**config.mk**
```make
export PLATFORM = sky130hd
export DESIGN_NAME = cdc_hs_tx
export DESIGN_NICKNAME = d
export VERILOG_FILES = /design/src/rtl/cdc_hs_pkg.sv /design/src/rtl/ack_sync.sv /design/src/rtl/cdc_hs_tx.sv
export SDC_FILE = /design/constraint.sdc
export NUM_CORES = 1
export LEC_CHECK = 0
export BUFFER_PORTS_ARGS = -buffer_cell sky130_fd_sc_hd__buf_2
export CAP_MARGIN = 20
export CORE_ASPECT_RATIO = 0.9
export CORE_MARGIN = 5
export CORE_UTILIZATION = 25
export CTS_CLUSTER_SIZE = 14
export DETAILED_ROUTE_END_ITERATION = 8
export GPL_ROUTABILITY_DRIVEN = 1
export PLACE_DENSITY_LB_ADDON = 0.25
export REMOVE_ABC_BUFFERS = 1
export SLEW_MARGIN = 20
export SYNTH_ARGS = -nofsm -noshare
export SYNTH_HDL_FRONTEND = slang
export SYNTH_SLANG_ARGS = --single-unit
```
**constraint.sdc**
```tcl
create_clock -name clk -period 2.6 [get_ports clk]
set_input_delay 0 -clock clk [delete_from_list [all_inputs] [get_ports clk]]
set_output_delay 0 -clock clk [all_outputs]
set_load 0.03 [all_outputs]
```
**src/rtl/cdc_hs_pkg.sv**
```systemverilog
// cdc_hs_pkg: shared types and default constants for the req/ack handshake
// transmitter (cdc_hs_tx) and its ack synchronizer.
package cdc_hs_pkg;

    // Handshake phases seen from the sending side
    typedef enum logic [1:0] {
        IDLE   = 2'd0,
        REQ_HI = 2'd1,
        REQ_LO = 2'd2
    } cdc_hs_state_e;

    localparam int CDC_HS_DATA_WIDTH  = 8;
    localparam int CDC_HS_SYNC_STAGES = 2;

endpackage

```
**src/rtl/ack_sync.sv**
```systemverilog
// ack_sync: SYNC_STAGES-deep flop chain that brings the receiver's
// asynchronous ack into the clk domain. Resets to 0 so a stale ack is
// re-sampled from scratch after reset.
module ack_sync #(
    parameter int SYNC_STAGES = 2
) (
    input  logic clk,
    input  logic rst,
    input  logic d,
    output logic q
);

    logic [SYNC_STAGES-1:0] sync;

    // Shift the raw ack through the chain; only the last flop is used
    always_ff @(posedge clk or posedge rst) begin
        if (rst) sync <= '0;
        else     sync <= {sync[SYNC_STAGES-2:0], d};
    end

    assign q = sync[SYNC_STAGES-1];

endmodule

```
**src/rtl/cdc_hs_tx.sv**
```systemverilog
// cdc_hs_tx: sending end of a four-phase req/ack handshake. A word is taken
// on tx_valid/tx_ready, held on data_out, and announced by req_out; the cycle
// ends once the synchronized ack has risen and fallen again.
// Optional feature macro: CDC_HS_TX_TIMEOUT_EN (REQ_HI ack-wait timeout, tx_err).
module cdc_hs_tx
    import cdc_hs_pkg::*;
#(
    parameter int DATA_WIDTH     = CDC_HS_DATA_WIDTH,
    parameter int SYNC_STAGES    = CDC_HS_SYNC_STAGES,
    parameter int TIMEOUT_CYCLES = 255
) (
    input  logic                  clk,
    input  logic                  rst,
    input  logic                  tx_valid,
    input  logic [DATA_WIDTH-1:0] tx_data,
    output logic                  tx_ready,
    output logic                  tx_done,
    output logic                  req_out,
    output logic [DATA_WIDTH-1:0] data_out,
    input  logic                  ack_in
`ifdef CDC_HS_TX_TIMEOUT_EN
    ,
    output logic                  tx_err
`endif
);

    // Parameter legality, caught at elaboration
    if (SYNC_STAGES < 2 || SYNC_STAGES > 4) begin : g_bad_sync
        $error("cdc_hs_tx: SYNC_STAGES must be 2..4");
    end
    if (TIMEOUT_CYCLES < 1) begin : g_bad_timeout
        $error("cdc_hs_tx: TIMEOUT_CYCLES must be >= 1");
    end

    cdc_hs_state_e state;
    logic          ack_s;

    ack_sync #(
        .SYNC_STAGES (SYNC_STAGES)
    ) u_ack_sync (
        .clk (clk),
        .rst (rst),
        .d   (ack_in),
        .q   (ack_s)
    );

    // A lingering ack in IDLE (e.g. from before reset) must clear before a
    // new word is taken, otherwise the next handshake would complete early.
    assign tx_ready = (state == IDLE) && !ack_s;

`ifdef CDC_HS_TX_TIMEOUT_EN
    localparam int CNT_W = ($clog2(TIMEOUT_CYCLES + 1) > 8) ? $clog2(TIMEOUT_CYCLES + 1) : 8;
    localparam logic [CNT_W-1:0] CNT_LAST = CNT_W'(TIMEOUT_CYCLES - 1);

    logic [CNT_W-1:0] wait_cnt;

    // Handshake FSM with data register, ack-wait counter and registered pulses
    always_ff @(posedge clk or posedge rst) begin
        if (rst) begin
            state    <= IDLE;
            req_out  <= 1'b0;
            data_out <= '0;
            tx_done  <= 1'b0;
            tx_err   <= 1'b0;
            wait_cnt <= '0;
        end else begin
            tx_done <= 1'b0;
            tx_err  <= 1'b0;
            case (state)
                IDLE: begin
                    if (tx_valid && tx_ready) begin
                        data_out <= tx_data;
                        req_out  <= 1'b1;
                        wait_cnt <= '0;
                        state    <= REQ_HI;
                    end
                end
                REQ_HI: begin
                    if (ack_s) begin
                        req_out <= 1'b0;
                        state   <= REQ_LO;
                    end else if (wait_cnt == CNT_LAST) begin
                        // Give up on the receiver; still wait for ack low so
                        // the handshake closes cleanly with tx_done
                        tx_err  <= 1'b1;
                        req_out <= 1'b0;
                        state   <= REQ_LO;
                    end else begin
                        wait_cnt <= wait_cnt + 1'b1;
                    end
                end
                REQ_LO: begin
                    if (!ack_s) begin
                        tx_done <= 1'b1;
                        state   <= IDLE;
                    end
                end
                default: begin
                    req_out <= 1'b0;
                    state   <= IDLE;
                end
            endcase
        end
    end
`else
    // Handshake FSM with data register and registered done pulse
    always_ff @(posedge clk or posedge rst) begin
        if (rst) begin
            state    <= IDLE;
            req_out  <= 1'b0;
            data_out <= '0;
            tx_done  <= 1'b0;
        end else begin
            tx_done <= 1'b0;
            case (state)
                IDLE: begin
                    if (tx_valid && tx_ready) begin
                        data_out <= tx_data;
                        req_out  <= 1'b1;
                        state    <= REQ_HI;
                    end
                end
                REQ_HI: begin
                    if (ack_s) begin
                        req_out <= 1'b0;
                        state   <= REQ_LO;
                    end
                end
                REQ_LO: begin
                    if (!ack_s) begin
                        tx_done <= 1'b1;
                        state   <= IDLE;
                    end
                end
                default: begin
                    req_out <= 1'b0;
                    state   <= IDLE;
                end
            endcase
        end
    end
`endif

endmodule

```
==> reports/qor.json <==
{
  "clock_network": {
    "cts.sinks": 14,
    "htreeDepth": 1,
    "clock_tree.buffer_depth": 2,
    "clkLatencyLatePin_ns": 0.28,
    "worst_setup_hold_path_clk_slew_ns": 0.08,
    "cts_root_buffer": "clkbuf_4",
    "cts_tree": "built",
    "cts_post_setup_buffers_inserted": 0,
    "clock_buffers_created_by_tritoncts": 3
  },
  "finish": {
    "antenna_cells_inserted": 0,
    "final_nets": 82,
    "fin_area_um2": 792,
    "multi_input_area_um2": 164,
    "ff_latch_area_um2": 350,
    "layout.filler_cells": 194,
    "layout.cells.most_common_list": "buf_2, dfrtp_1, dlygate4sd3_1, mux2_2, clkbuf_4",
    "utilization_pct": 40.6,
    "drive_above_1_share_pct": 51.5,
    "synthToLayoutAreaGrowth_pct": 52.9,
    "final_common_cell": "buf_2"
  },
  "logic_synthesis": {
    "ys_seq_elements": 14,
    "synth_cell_types": 11,
    "netlist_instances": 32,
    "synth_area_um2": 518,
    "synth-seq-area-share_pct": 67.6,
    "ys.warnings.count": 0,
    "syn_avg_cell_area_um2": 16.2
  },
  "worst_setup_path": {
    "crit_start": "state[0]",
    "r2r_cells": 2,
    "crit_path_max_incr_delay_ns": 0.62,
    "crit_path_end": "data_out[4]",
    "worstPathCellList": "nor4b_4 > mux2_2",
    "r2r-end": "data_out[4]",
    "worstSetupStartpointType": "flop",
    "timing.critical_path.to_type": "flop",
    "cp_depth": 2,
    "crit_path_top_delay_cell": "nor4b_4",
    "crit_family": "simple AND/OR/NAND/NOR gates",
    "worst-path-buf-inv": 0,
    "ff2ff_setup_slack_ns": 0.99,
    "critical_path_peak_fanout": 9,
    "criticalPathCategory": "reg -> reg",
    "arrival_time_reported_for_the_critical_path_endpoint_ns": 1.77,
    "source_of_the_worst_register_to_register_timing_path": "state[0]",
    "timing.critical_path.required_ns": 2.76
  },
  "floorplan": {
    "floorplan.die.height_um": 53.2,
    "design.portCount": 23,
    "die-area_mm2": 0.00308,
    "die_outline_width_um": 58.0,
    "initial_core_util_pct": 26.5,
    "core_area_mm2": 0.00195,
    "row_cnt": 15
  },
  "global_routing": {
    "grt_util_all_layers_pct": 8.40,
    "grt_antenna_before_repair": 0,
    "global_route_wire_length_before_repair_um": 1770,
    "grt_pass1_vias": 386,
    "overflow": 0,
    "grt_max_degree": 15
  },
  "timing": {
    "post-route-worst-setup-slack_ns": 0.993,
    "clock.fmax_mhz": 622,
    "final_hold_viol_count": 0,
    "timing.setup.tns_ns": 0,
    "grt_setup_unrepaired": "false",
    "layout_min_cycle_time_ns": 1.61,
    "final_max_slew_viol_count": 0,
    "timing.max_slew.rel_slack_pct": 59.9,
    "worstMarginPinSlew_ns": 0.599,
    "share_of_the_clock_period_used_by_the_worst_path_after_layout_pct": 61.8,
    "fin_worst_skew_ns": 0.00113,
    "report.final.setup_viol": 0
  },
  "routing": {
    "vias_per_cell": 4.03,
    "detailroute.via_count": 375,
    "number_of_remaining_drc_errors": 0,
    "drt-initial-drc-count": 0,
    "ant_nets": 0,
    "drtPass1Iterations": 1,
    "routed_wirelength_um": 1160,
    "post_detailed_route_wirelength_per_cell_um": 12.5
  },
  "power_and_ir_drop": {
    "static-leakage-power_nw": 0.381,
    "max-vdd-ir-drop_mv": 0.334,
    "cellPowerDensity_mw_per_mm2": 798
  },
  "placed_design": {
    "finalWeightedCongestion": 0.675,
    "port-buffer-count": 22,
    "pre_cts_slack_ns": 1.00,
    "place.detailed.hpwl_um": 736,
    "placedInstanceArea_um2": 659
  },
  "run_status": {
    "run_status": "finished, final reports clean"
  },
  "run": {
    "maxCapViolations": 0
  },
  "hold_path": {
    "min_path_type": "in -> async"
  }
}
[repair_timing]
item	4_1_cts	5_1_grt
endpoints found under the hold margin	24	0
resized for setup	0	0
hold buffers	11	0
[cell families (layout without fill, tap and decap cells)]
family,after synthesis,count (layout),synth area share [%]
muxes,8,8,17.4
DFF,14,14,67.6
and+or+nand+nor,6,6,9.90
AOI/OAI and AO/OA,2,2,2.66
buffers and inverters,1,37,0.724
xor gates and xnor gates,1,1,1.69
[cell usage after synthesis]
library cell | instances | area share, %
dfrtp_1 | 14 | 68
mux2_2 | 8 | 17
nor3_1 | 2 | 1.9
a21o_2 | 1 | 1.7
and2_1 | 1 | 1.2
inv_1 | 1 | 0.72
nor2_1 | 1 | 0.72
nor3b_1 | 1 | 1.4
nor4b_4 | 1 | 4.6
o21ai_0 | 1 | 0.97
xor2_1 | 1 | 1.7
[report_power, final]
group	switching (mW)	internal (mW)	leakage, nW
Combinational	0.133	0.0863	0.199
Clock	0.0651	0.0537	0.0138
Sequential	0.0294	0.264	0.168
[worst min path at each step]
stage,from,end,slack [ns],cells after the start
6_report,rst,data_out[6],0.29,3
5_1_grt,rst,data_out[5],0.34,3
3_5_place_dp,rst,u_ack_sync.sync[0],0.06,2
2_1_floorplan,rst,data_out[0],-0.11,1
4_1_cts,rst,u_ack_sync.sync[0],0.31,3
3_3_place_gp,rst,data_out[6],0.06,2
[final cells by class]
| cell class | instances | share of cell area, % |
|---|---|---|
| flip-flops and latches | 14 | 44.2 |
| repair buffers | 33 | 27.8 |
| multi-input cells | 17 | 20.7 |
| well taps | 25 | 3.95 |
| clock buffers | 3 | 2.84 |
| inverters | 1 | 0.474 |
[worst min-delay path, delay by kind of cell]
kind	cells	cell delay, ns
buf+inv	3	1.03
[stage by stage]
step                hold WS, ns  power, mW  std cells
floorplan                -0.111      0.440         32
global placement         0.0621      0.504         79
detailed placement       0.0615      0.506         79
CTS                       0.307      0.635         93
global route              0.338      0.670         93
finish                    0.289      0.632         93
[routing by layer]
metal / global-route usage [%] / vias to the layer above / wire length, um
li1: - / 185 / -
met1: 8.25 / 172 / 440
met2: 14.7 / 16 / 599
met3: 4.63 / 2 / 110
met4: 3.47 / 0 / 13
met5: 0 / - / 0
[registers in the layout, summed over array words and instances, names as in the netlist]
register and count:
u_ack_sync.sync 2, data_out 8, tx_done 1, state 2, req_out 1
(Power assumes the default switching activity.)
